**config.mk**
```make
export PLATFORM = sky130hd
export DESIGN_NAME = div_unit
export DESIGN_NICKNAME = d
export VERILOG_FILES = /design/src/rtl/div_unit.sv
export SDC_FILE = /design/constraint.sdc
export NUM_CORES = 1
export LEC_CHECK = 0
export BUFFER_PORTS_ARGS = -buffer_cell sky130_fd_sc_hd__clkbuf_2
export CORE_UTILIZATION = 60
export DETAILED_ROUTE_END_ITERATION = 8
export PLACE_DENSITY = 0.81
export SLEW_MARGIN = 20
export SYNTH_ARGS = -nofsm -noshare
export SYNTH_HDL_FRONTEND = slang
export SYNTH_SLANG_ARGS = --single-unit
```
**constraint.sdc**
```tcl
create_clock -name clk -period 5.36 [get_ports clk]
set_input_delay 1.608 -clock clk [delete_from_list [all_inputs] [get_ports clk]]
set_output_delay 1.608 -clock clk [all_outputs]
set_load 0.03 [all_outputs]
```
**src/rtl/div_unit.sv**
```systemverilog
// div_unit: multi-cycle radix-2 restoring divider for DIV/DIVU.
//   Operands are converted to magnitudes on acceptance, one quotient bit is
//   produced per RUN cycle (MSB first), and signs are applied as the final
//   step is written into the result registers. ready is high for the single
//   cycle the result is presented (DONE or DZERO).
// Ports:
//   clk, rst             clock, synchronous active-high reset
//   start, signed_div    divide request / 1=DIV, 0=DIVU (sampled in IDLE)
//   annul                execute-stage flush, aborts a RUN in progress
//   opa, opb             dividend / divisor
//   div_stall            combinational stall request to the hazard unit
//   ready                one-cycle pulse, hi_out/lo_out valid
//   hi_out, lo_out       remainder / quotient (registered)
module div_unit #(
  parameter int WIDTH = 32
) (
  input  logic             clk,
  input  logic             rst,
  input  logic             start,
  input  logic             signed_div,
  input  logic             annul,
  input  logic [WIDTH-1:0] opa,
  input  logic [WIDTH-1:0] opb,
  output logic             div_stall,
  output logic             ready,
  output logic [WIDTH-1:0] hi_out,
  output logic [WIDTH-1:0] lo_out
);

  localparam int CW = (WIDTH > 1) ? $clog2(WIDTH) : 1;

  typedef enum logic [1:0] {IDLE, RUN, DZERO, DONE} state_e;

  state_e           state_q, state_d;
  logic [CW-1:0]    cnt_q, cnt_d;
  logic [WIDTH-1:0] rem_q, rem_d;
  logic [WIDTH-1:0] quo_q, quo_d;
  logic [WIDTH-1:0] dvs_q, dvs_d;
  logic [WIDTH-1:0] hi_q, hi_d;
  logic [WIDTH-1:0] lo_q, lo_d;
  logic             qsign_q, qsign_d;
  logic             rsign_q, rsign_d;

  logic             sa, sb, last;
  logic [WIDTH-1:0] abs_a, abs_b;
  logic [WIDTH:0]   sh, diff;
  logic             ge;
  logic [WIDTH-1:0] step_rem, step_quo;

  assign sa    = signed_div & opa[WIDTH-1];
  assign sb    = signed_div & opb[WIDTH-1];
  // Negating the most negative value yields itself, which read unsigned is
  // the correct magnitude 2^(WIDTH-1).
  assign abs_a = sa ? -opa : opa;
  assign abs_b = sb ? -opb : opb;

  // One restoring step: shift {rem,quo} left, trial-subtract the divisor and
  // keep the difference when it did not borrow.
  assign sh       = {rem_q, quo_q[WIDTH-1]};
  assign diff     = sh - {1'b0, dvs_q};
  assign ge       = ~diff[WIDTH];
  assign step_rem = ge ? diff[WIDTH-1:0] : sh[WIDTH-1:0];
  assign step_quo = {quo_q[WIDTH-2:0], ge};
  assign last     = (cnt_q == CW'(WIDTH - 1));

  always_comb begin
    state_d = state_q;
    cnt_d   = cnt_q;
    rem_d   = rem_q;
    quo_d   = quo_q;
    dvs_d   = dvs_q;
    hi_d    = hi_q;
    lo_d    = lo_q;
    qsign_d = qsign_q;
    rsign_d = rsign_q;
    unique case (state_q)
      IDLE: begin
        if (start && !annul) begin
          rem_d   = '0;
          quo_d   = abs_a;
          dvs_d   = abs_b;
          qsign_d = sa ^ sb;
          rsign_d = sa;
          cnt_d   = '0;
          if (opb == '0) begin
            state_d = DZERO;
            lo_d    = '1;
            hi_d    = opa;
          end else begin
            state_d = RUN;
          end
        end
      end
      RUN: begin
        if (annul) begin
          state_d = IDLE;
          cnt_d   = '0;
        end else begin
          rem_d = step_rem;
          quo_d = step_quo;
          cnt_d = last ? '0 : cnt_q + CW'(1);
          if (last) begin
            // Results land in the output registers on the edge into DONE so
            // they are valid during the ready cycle.
            state_d = DONE;
            lo_d    = qsign_q ? -step_quo : step_quo;
            hi_d    = rsign_q ? -step_rem : step_rem;
          end
        end
      end
      DZERO:   state_d = IDLE;
      DONE:    state_d = IDLE;
      default: state_d = IDLE;
    endcase
  end

  always_ff @(posedge clk) begin
    if (rst) begin
      state_q <= IDLE;
      cnt_q   <= '0;
      rem_q   <= '0;
      quo_q   <= '0;
      dvs_q   <= '0;
      hi_q    <= '0;
      lo_q    <= '0;
      qsign_q <= 1'b0;
      rsign_q <= 1'b0;
    end else begin
      state_q <= state_d;
      cnt_q   <= cnt_d;
      rem_q   <= rem_d;
      quo_q   <= quo_d;
      dvs_q   <= dvs_d;
      hi_q    <= hi_d;
      lo_q    <= lo_d;
      qsign_q <= qsign_d;
      rsign_q <= rsign_d;
    end
  end

  assign div_stall = ((state_q == IDLE) && start && !annul) || (state_q == RUN);
  assign ready     = (state_q == DONE) || (state_q == DZERO);
  assign hi_out    = hi_q;
  assign lo_out    = lo_q;

endmodule

```
# After elaboration in Yosys (flattened, before gate mapping)
# Index checks and enable logic that the tools add are counted.
[op_classes]
n_addsub = 6
eq_ne = 9
reduce_logical = 15
muxes = 30
bitwise = 4
[op_table]
columns = ["op", "count"]
rows = [
  ["$mux W32", 17],
  ["$pmux W32 S2", 4],
  ["$neg A32 Y32", 4],
  ["$sub A33 B32 Y33", 1],
  ["$logic_not A32 Y1", 1],
  ["$mux W5", 3],
  ["$pmux W5 S2", 1],
  ["$mux W2", 4],
  ["$ne A2 B2 Y1 const B", 4],
  ["$pmux W2 S3", 1],
  ["$reduce_and A2 Y1", 3],
  ["$add A5 B1 Y5 const B", 1],
  ["$eq A5 B5 Y1 const B", 1],
  ["$reduce_and A5 Y1", 1],
  ["$eq A2 B2 Y1 const B", 2],
  ["$logic_and A1 B1 Y1", 3],
  ["$ne A3 B3 Y1 const B", 1],
  ["$reduce_and A3 Y1", 1],
  ["$and A1 B1 Y1", 2],
  ["$eq A2 B1 Y1 const B", 1],
  ["$logic_not A2 Y1", 1],
  ["$logic_or A1 B1 Y1", 2],
  ["$reduce_bool A2 Y1", 1],
  ["$reduce_or A2 Y1", 1],
  ["3 further kinds", 3],
]
[word_totals]
inputBits = 69
elab_cells = 73
ff_bits = 169

# Depth between registers and ports, before layout
# Gate-level depths: netlist of the first run.
[depth]
ltp_word = 7
ltp_mapped = 23
mapped_depth_nobuf = 21

# Worst setup path before layout of the first run
# OpenSTA, ideal clock, no wires.
[synth_path]
path_kind = "reg2reg"
from = "register quo_q[31]"
to = "register hi_q[18], in the netlist hi_out[18]"
setup_slack_ps = 752
t_arrival_ps = 4534
setup_time_ps = 74
period_less_slack_ps = 4608
t_required_ps = 5286
path_stages_with_launch = 23
cell_sequence = "dfxtp_1 > inv_1 > ha_1 > inv_1 > fa_1 > a211oi_1 > o2111a_1 > nor3_1 > o211ai_1 > o211a_4 > buf_4 > buf_2 > buf_2 > mux2i_1 > ha_1 > inv_1 > nor4_1 > mux2i_1 > or3_1 > o31ai_1 > xor2_1 > nand2_1 > a31oi_1"
[synth_between]
elab_chain_len = 7
[synth_rtl]
columns = ["item", "line_no", "rtl"]
rows = [
  ["from (decl)", "37", "logic [WIDTH-1:0] quo_q, quo_d;"],
  ["from (signal assigned)", "132", "quo_q <= quo_d;"],
  ["$sub A33 B32 Y33", "60", "assign diff = sh - {1'b0, dvs_q};"],
  ["$mux W32 *", "62", "assign step_rem = ge ? diff[WIDTH-1:0] : sh[WIDTH-1:0];"],
  ["$neg A32 Y32", "107", "hi_d = rsign_q ? -step_rem : step_rem;"],
  ["$mux W32 *", "107", ""],
  ["$mux W32 *", "102", "if (last) begin"],
  ["$mux W32 *", "95", "if (annul) begin"],
  ["$pmux W32 S2 *", "76", "unique case (state_q)"],
  ["to (signal assigned)", "134", "hi_q <= hi_d;"],
  ["to (decl)", "39", "logic [WIDTH-1:0] hi_q, hi_d;"],
]
# Every way passes the cells marked *; elsewhere a longest branch is shown, timed or not. The select of a mux whose other input is x is not followed.
# A chain may end at the register's enable or synchronous reset.

# Worst setup path after layout of the first run
[layout_path]
from = "register quo_q[31]"
to = "register hi_q[28], in the netlist hi_out[28]"
# Same word-level chain as after synthesis.

==> results of run 1 <==
[synth_stat cells, drive strengths merged (4+ instances only)]
| library cell | n | area (sq um) |
|---|---|---|
| nor2 | 246 | 923 |
| dfxtp | 169 | 3380 |
| a21oi | 139 | 707 |
| nand2 | 124 | 465 |
| o21ai | 92 | 468 |
| clkbuf | 86 | 323 |
| xor2 | 69 | 604 |
| a211oi | 68 | 510 |
| inv | 57 | 214 |
| xnor2 | 54 | 473 |
| a311oi | 40 | 350 |
| ha | 38 | 475 |
| nor3 | 36 | 180 |
| o31ai | 28 | 210 |
| buf | 26 | 133 |
| or3 | 25 | 161 |
| mux2i | 24 | 240 |
| nor4 | 23 | 144 |
| nand3 | 20 | 100 |
| a22oi | 18 | 135 |
| and2 | 17 | 106 |
| a31oi | 14 | 87.6 |
| and3 | 14 | 87.6 |
| or4 | 14 | 109 |
| o211ai | 13 | 97.6 |
| mux2 | 11 | 124 |
| nand4 | 11 | 68.8 |
| nand2b | 10 | 62.6 |
| o41ai | 10 | 87.6 |
| o22ai | 9 | 56.3 |
| a2111oi | 7 | 67.6 |
| a21o | 7 | 52.6 |
| nor2b | 7 | 43.8 |
| or2 | 7 | 46.3 |
| o21bai | 5 | 37.5 |
| a2111o | 4 | 45.0 |
| a221oi | 4 | 35.0 |
| nor3b | 4 | 30.0 |
| o211a | 4 | 47.6 |
| o221a | 4 | 45.0 |
| o221ai | 4 | 35.0 |
[layout by cell type, fill, tap and decap left out, drive strengths merged, types with 7 or more instances in the layout]
master	n
buf	22
and2	17
nor2b	7
xnor2	54
a311oi	40
o21ai	92
a211oi	68
nor3	36
a31oi	14
a22oi	18
and3	14
o31ai	28
nand2	124
ha	38
clkbuf	150
a2111oi	7
o22ai	9
or4	14
mux2	11
clkinv	9
nand2b	10
xor2	69
or3	25
dfxtp	169
a21o	7
or2	7
nor2	246
nor4	23
a21oi	139
o211ai	13
inv	63
nand3	20
o41ai	10
nand4	11
mux2i	24
[final timing paths]
path / to / slack [ps] / cells past startpoint
hold / removal: dvs_q[31]$_SDFFE_PP0P_ / 460 / 2
setup reg to reg: hi_out[28]$_SDFFE_PP0P_ / 370 / 22
hold reg to reg: dvs_q[31]$_SDFFE_PP0P_ / 460 / 2
setup / recovery: hi_out[28]$_SDFFE_PP0P_ / 370 / 22
[logic make-up (layout without fill, tap and decap cells)]
group           after synthesis  count (layout)
flops                       169             169
compound gates              492             492
fa+ha+maj                    39              39
simple gates                568             568
xor+xnor                    123             123
mux                          35              35
buf+inv                     169             244
[timing repair]
| item | 4_1_cts | 5_1_grt |
|---|---|---|
| setup endpoints to repair | 0 | 1 |
| hold buffers | 0 | 0 |
| resized for setup | 0 | 1 |
| hold endpoints to repair | 0 | 0 |
[metal layers]
layer  track usage  vias to the layer above  wire length [microns]
met4         0.156                        0                   1260
li1              -                     5952                      -
met2         0.572                      563                  16200
met3        0.0607                      108                   2710
met1         0.452                     5767                  15100
met5             0                        -                      0
[where the power goes]
part           switching (mW)  total [mW]  internal, mW
logic                   0.465       0.720         0.255
clock network           0.624        1.25         0.629
registers              0.0415        1.33          1.29
[worst max-delay path, cell delays in order, from the launching register on]
cell,delay [ps]
sky130_fd_sc_hd__dfxtp_1,340
sky130_fd_sc_hd__inv_1,90
sky130_fd_sc_hd__ha_1,170
sky130_fd_sc_hd__inv_1,60
sky130_fd_sc_hd__fa_1,430
sky130_fd_sc_hd__a211oi_1,300
sky130_fd_sc_hd__o2111a_1,350
sky130_fd_sc_hd__or3_1,170
sky130_fd_sc_hd__a21boi_1,80
sky130_fd_sc_hd__o211a_4,330
sky130_fd_sc_hd__inv_1,110
sky130_fd_sc_hd__buf_4,220
sky130_fd_sc_hd__nor2_1,60
sky130_fd_sc_hd__a21oi_1,190
sky130_fd_sc_hd__ha_1,200
sky130_fd_sc_hd__inv_1,80
sky130_fd_sc_hd__nor4_1,220
sky130_fd_sc_hd__mux2i_1,220
sky130_fd_sc_hd__nor3_1,340
sky130_fd_sc_hd__nand4b_1,280
sky130_fd_sc_hd__o31ai_2,330
sky130_fd_sc_hd__xnor2_1,120
sky130_fd_sc_hd__a211oi_1,220
[state kept, by name (all words and copies together), names as in the netlist]
signal,cells
quo_q,32
dvs_q,32
lo_out,32
qsign_q,1
rem_q,32
rsign_q,1
cnt_q,5
hi_out,32
state_q,2
[area by class of cell]
class	instances	area [sq um]	area share
Tap cell	265	332	0.0250
Multi-Input combinational cell	1257	7870	0.594
Inverter	57	214	0.0161
Timing Repair Buffer	155	856	0.0645
Clock buffer	17	425	0.0321
Sequential cell	169	3380	0.255
Clock inverter	15	178	0.0134
==> metrics.cfg, run 1 <==
[sta]
finalCritPeriodShare = 0.930
fmax_ghz = 0.201
hold-worst-slack_ps = 465
totalNegativeSetupSlack_ps = 0
final_clock_skew_ps = 14.6
final_report_hold_violation_count = 0
max_slew.worst_pin.slew_ps = 1170
maxSlewHeadroom = 0.216
final.min_clock_period_ps = 4990
setup-violations-final = 0
report.final.slew_viol_count = 0
finalWorstSetupSlack_ps = 373
setup_repair_after_global_routing_missed_its_margin = no

[global_route]
grt_overflow_total = 0
number_of_global_route_vias_before_repair = 11300
grt_util_all_layers = 0.350
number_of_antenna_violations_at_the_first_check_in_global_routing = 0
grt_start_max_net_pins = 90
grt_pass1_wl_microns = 56400

[place]
detailedPlace.worstSlack_ps = 616
routability_cong = 0.975
place.detailed.instances = 1903
post_dp_cell_area_sq_mm = 0.0127
port-buffer-count = 134
hpwl_microns = 25900

[finish]
n_fill_cell = 1732
finish.cell_count_without_fillers = 1935
layout.nets = 1765
final_cell_area_sq_mm = 0.0133
final_layout_size_suffix_gt1_frac = 0.138
insertedDiodeCount = 0
syn_to_final_growth_pct = 11.6
finish.utilization = 0.681

[cts]
clkLatencyLatePin_ps = 450
cts_tree = done
cts_post_setup_buffers_inserted = 0
clk_root_buffer_cell = sky130_fd_sc_hd__clkbuf_16
cts-buffers-inserted = 17
clkTransAtPathRegs_ps = 80
cts_max_path_buffers = 2
clock_net_sink_count = 169
htreeDepth = 4

[synth]
synth_xor_xnor_area_share = 0.0906
ys_types = 78
post_synthesis_share_of_cell_area_spent_on_and_or_nand_and_nor_gates = 0.220
synth_top_family_by_area = compound AO/OA/AOI/OAI gates
syn_nets = 1703
synth_compound_gate_area_share = 0.276
ys.flop_type = sky130_fd_sc_hd__dfxtp_1
ys_seq_area_frac = 0.285
postSynthAreaPerCell_sq_um = 7.45
mappedNetlistArea_sq_mm = 0.0119
synth-edff-count = 0
post_synthesis_adder_cell_area_fraction = 0.0417
number_of_warnings_issued_by_yosys = 0
synth_mux_area_frac = 0.0306
netlist_instances = 1595
asyncSetResetFlopFracSynth = 0
ys_seq_elements = 169

[worst_setup_path]
critical_path_arrival_ps = 5350
timing.critical_path.fanout_max = 15
startpoint_type_of_the_worst_setup_path = flop
timing_worst_setup_path_type = flop to flop
crit-reg2reg-launch = quo_q[31]$_SDFFE_PP0P_
cp_data_required_time_ps = 5720
critical_path.startpoint = quo_q[31]$_SDFFE_PP0P_
endpoint_kind = flop

[detailed_routing]
drtAntennaViolNets = 0
post-route-drc-count = 0
firstDrtPassIters = 6
vias_per_cell = 6.40
dr_iter_0_viols = 1049
postRouteWirelength_microns = 35200
total_number_of_vias = 12400
wire_per_inst_microns = 18.2

[pwr]
peakVddDrop_uv = 241
total_power_mw = 3.31
leakagePower_nw = 5.25
pwr_density_cell_mw_per_mm2 = 249

[floorplan]
fp-row-count = 51
die-width_microns = 143
start_util = 0.611
fp.dieH_microns = 143
die_area_sq_mm = 0.0204
design.core.area_sq_mm = 0.0195
io_pins = 135

[status]
status = complete, no violations

[hold_path]
hold_path_startpoint = dvs_q[31]$_SDFFE_PP0P_
worst_hold_path_type = flop to flop

[job]
drv_cap = 0

Power figures use the tool's default switching activity.
==> run 2: changes to the inputs <==
--- a/config.mk
+++ b/config.mk
@@ -5,11 +5,13 @@
 export SDC_FILE = /design/constraint.sdc
 export NUM_CORES = 1
 export LEC_CHECK = 0
+export ABC_AREA = 1
 export BUFFER_PORTS_ARGS = -buffer_cell sky130_fd_sc_hd__clkbuf_2
-export CORE_UTILIZATION = 60
+export CORE_UTILIZATION = 61
 export DETAILED_ROUTE_END_ITERATION = 8
 export PLACE_DENSITY = 0.81
 export SLEW_MARGIN = 20
 export SYNTH_ARGS = -nofsm -noshare
 export SYNTH_HDL_FRONTEND = slang
 export SYNTH_SLANG_ARGS = --single-unit
+export TNS_END_PERCENT = 100
==> run 2 against run 1 <==
Net effect:
- core utilization up 1.0 points
- via count up 19%
- setup slack better by 630 ps
- cell area up 6.2%
- clock skew down 0.61 ps
- first-iteration DRC count up 100%
- combinational power up 67%
- critical path depth down 14
- routed wire length up 25%
==> metrics.cfg, run 2 <==
[finish]
syn_to_final_growth_pct = 10.4
n_fill_cell = 1868
layout.nets = 2298
most_frequent_standard_cell_in_the_layout_excluding_fill_and_tap_cells = sky130_fd_sc_hd__nand2_1
most-common-layout-cells = 566 x sky130_fd_sc_hd__nand2_1, 274 x sky130_fd_sc_hd__inv_1, 205 x sky130_fd_sc_hd__a21oi_1
final_layout_size_suffix_gt1_frac = 0.118
insertedDiodeCount = 0

[cts]
cts-hold-fix-buffers = 0
cts_max_path_buffers = 2
clkLatencyLatePin_ps = 440
htreeDepth = 4
clock_net_sink_count = 169
clkTransAtPathRegs_ps = 70
clk_root_buffer_cell = sky130_fd_sc_hd__clkbuf_16
cts_post_setup_buffers_inserted = 0
post_cts_resize_count = 0
cts_tree = done
cts-buffers-inserted = 17

[worst_setup_path]
timing.critical_path.to = div_stall
critical_path_arrival_ps = 2750
timing.reg2reg.worst_path_depth = 31
timing_worst_setup_path_type = input pin to output port
critical_path.startpoint = annul
endpoint_kind = output port
cp_data_required_time_ps = 3750
startpoint_type_of_the_worst_setup_path = input pin
worst-r2r-setup-slack_ps = 1150
worst_r2r_endpoint = lo_out[30]$_SDFFE_PP0P_
timing.critical_path.fanout_max = 24
crit-reg2reg-launch = quo_q[31]$_SDFFE_PP0P_

[pwr]
peakVddDrop_uv = 208
leakagePower_nw = 7.12
pwr_density_cell_mw_per_mm2 = 271

[synth]
yosys.area.top_type = sky130_fd_sc_hd__dfxtp_1
post-synth-top-count-cell = sky130_fd_sc_hd__nand2_1
post_synthesis_share_of_cell_area_spent_on_and_or_nand_and_nor_gates = 0.347
ys_types = 59
number_of_warnings_issued_by_yosys = 0
synth-edff-count = 0
synth_xor_xnor_area_share = 0.0412
top_cell_type_s_share_of_synthesized_area = 0.265
ys_seq_elements = 169
synth_mux_area_frac = 0
netlist_instances = 2109
syn_nets = 2217
postSynthAreaPerCell_sq_um = 6.05
ys.flop_type = sky130_fd_sc_hd__dfxtp_1
synthTopCellsByCount = 567 x sky130_fd_sc_hd__nand2_1, 274 x sky130_fd_sc_hd__inv_1, 205 x sky130_fd_sc_hd__a21oi_1
top_cells_by_area_in_the_synthesized_netlist = sky130_fd_sc_hd__dfxtp_1 27%, sky130_fd_sc_hd__nand2_1 17%, sky130_fd_sc_hd__inv_1 8.1%
synth_top_family_by_area = simple AND/OR/NAND/NOR gates
post_synthesis_adder_cell_area_fraction = 0.0388
synth_compound_gate_area_share = 0.193
mappedNetlistArea_sq_mm = 0.0128
ys_seq_area_frac = 0.265
asyncSetResetFlopFracSynth = 0

[sta]
hold-worst-slack_ps = 469
final_report_hold_violation_count = 0
fmax_ghz = 0.229
max_slew.worst_pin.slew_ps = 1060
final.min_clock_period_ps = 4360
report.final.slew_viol_count = 0
setup-violations-final = 0
setup_repair_after_global_routing_missed_its_margin = no
maxSlewHeadroom = 0.296
finalCritPeriodShare = 0.813
final_clock_skew_ps = 14.0
totalNegativeSetupSlack_ps = 0

[detailed_routing]
total_number_of_vias = 14700
post-route-drc-count = 0
dr_iter_0_viols = 2118
postRouteWirelength_microns = 44200
wire_per_inst_microns = 17.9
firstDrtPassIters = 6
drtAntennaViolNets = 0
vias_per_cell = 5.95

[floorplan]
fp-row-count = 52
start_util = 0.626
fp.dieH_microns = 147
die_area_sq_mm = 0.0215
design.core.area_sq_mm = 0.0204
io_pins = 135
die-width_microns = 147

[global_route]
number_of_antenna_violations_at_the_first_check_in_global_routing = 0
grt_overflow_total = 0
grt_start_max_net_pins = 88
grt_pass1_wl_microns = 70300
number_of_global_route_vias_before_repair = 13100
grt_util_all_layers = 0.414

[place]
hpwl_microns = 33400
port-buffer-count = 134
routability_cong = 1.03

[status]
status = complete, no violations

[hold_path]
worst_hold_path_type = flop to flop

[job]
drv_cap = 0

run 2: changes by cell type after synthesis, sizes merged, moves of 24 or more:
cell and change:
nor2 -51, inv +228, a211oi -62, o21ai +40, a311oi -39, nand2 +476
xnor2 -29, a21oi +70, xor2 -34, mux2i -24, nand3 +125
run 2: how the worst min path moves through the flow:
stage,to,depth (start not counted),startpoint
floorplan,cnt_q[4]$_SDFFE_PP0P_,2,cnt_q[4]$_SDFFE_PP0P_
global placement,hi_out[13]$_SDFFE_PP0P_,2,hi_out[13]$_SDFFE_PP0P_
detailed placement,dvs_q[31]$_SDFFE_PP0P_,2,dvs_q[31]$_SDFFE_PP0P_
CTS,cnt_q[4]$_SDFFE_PP0P_,2,cnt_q[4]$_SDFFE_PP0P_
global route,lo_out[29]$_SDFFE_PP0P_,2,lo_out[29]$_SDFFE_PP0P_
finish,lo_out[29]$_SDFFE_PP0P_,2,lo_out[29]$_SDFFE_PP0P_
run 2: metal layers:
metal  global-route usage  vias to the layer above  part of all wire  routed length [microns]
li1                     -                     7029                 -                        -
met1                0.598                     6672              0.43                    18800
met2                0.602                      929              0.42                    18500
met3                0.101                       93              0.13                     5690
met4                0.123                        0             0.027                     1190
met5                    0                        -                 0                        0
run 2: final cells by class:
| type | instances | area, sq um | area share |
|---|---|---|---|
| Clock buffer | 18 | 429 | 0.0305 |
| Clock inverter | 14 | 134 | 0.00950 |
| Inverter | 286 | 1070 | 0.0762 |
| Multi-Input combinational cell | 1564 | 7920 | 0.562 |
| Sequential cell | 169 | 3380 | 0.240 |
| Tap cell | 270 | 338 | 0.0240 |
| Timing Repair Buffer | 152 | 806 | 0.0572 |
run 2: power breakdown:
part           switching [mW]  internal, mW  total [mW]
Clock                   0.606         0.617        1.22
Sequential             0.0722          1.32        1.40
Combinational           0.843         0.353        1.20
Total                    1.52          2.29        3.82
run 2: worst max-delay path, stage by stage:
cell	delay, ps
sky130_fd_sc_hd__clkbuf_2	100
sky130_fd_sc_hd__inv_1	50
sky130_fd_sc_hd__nand3_1	70
sky130_fd_sc_hd__buf_4	240
sky130_fd_sc_hd__inv_1	80
sky130_fd_sc_hd__nor2_1	250
sky130_fd_sc_hd__inv_1	140
sky130_fd_sc_hd__clkbuf_2	210
run 2: cells by family after synthesis:
| family | count (synthesis) |
|---|---|
| compound gates | 436 |
| xor+xnor | 60 |
| fa+ha+maj | 39 |
| buf+inv | 376 |
| flops | 169 |
| simple gates | 1029 |
run 2: stage by stage:
step | area, sq um | util | setup slack (ps) | std cells | total power [mW]
after CTS | 14100 | 0.692 | 1020 | 2473 | 3.77
after global placement | 13500 | 0.664 | 863 | 2441 | 2.55
after global routing | 14100 | 0.692 | 643 | 2473 | 3.98
after floorplan | 12800 | - | 1240 | 2109 | 2.23
final | 14100 | 0.692 | 1000 | 2473 | 3.82
after detailed placement | 13500 | 0.664 | 713 | 2441 | 2.57
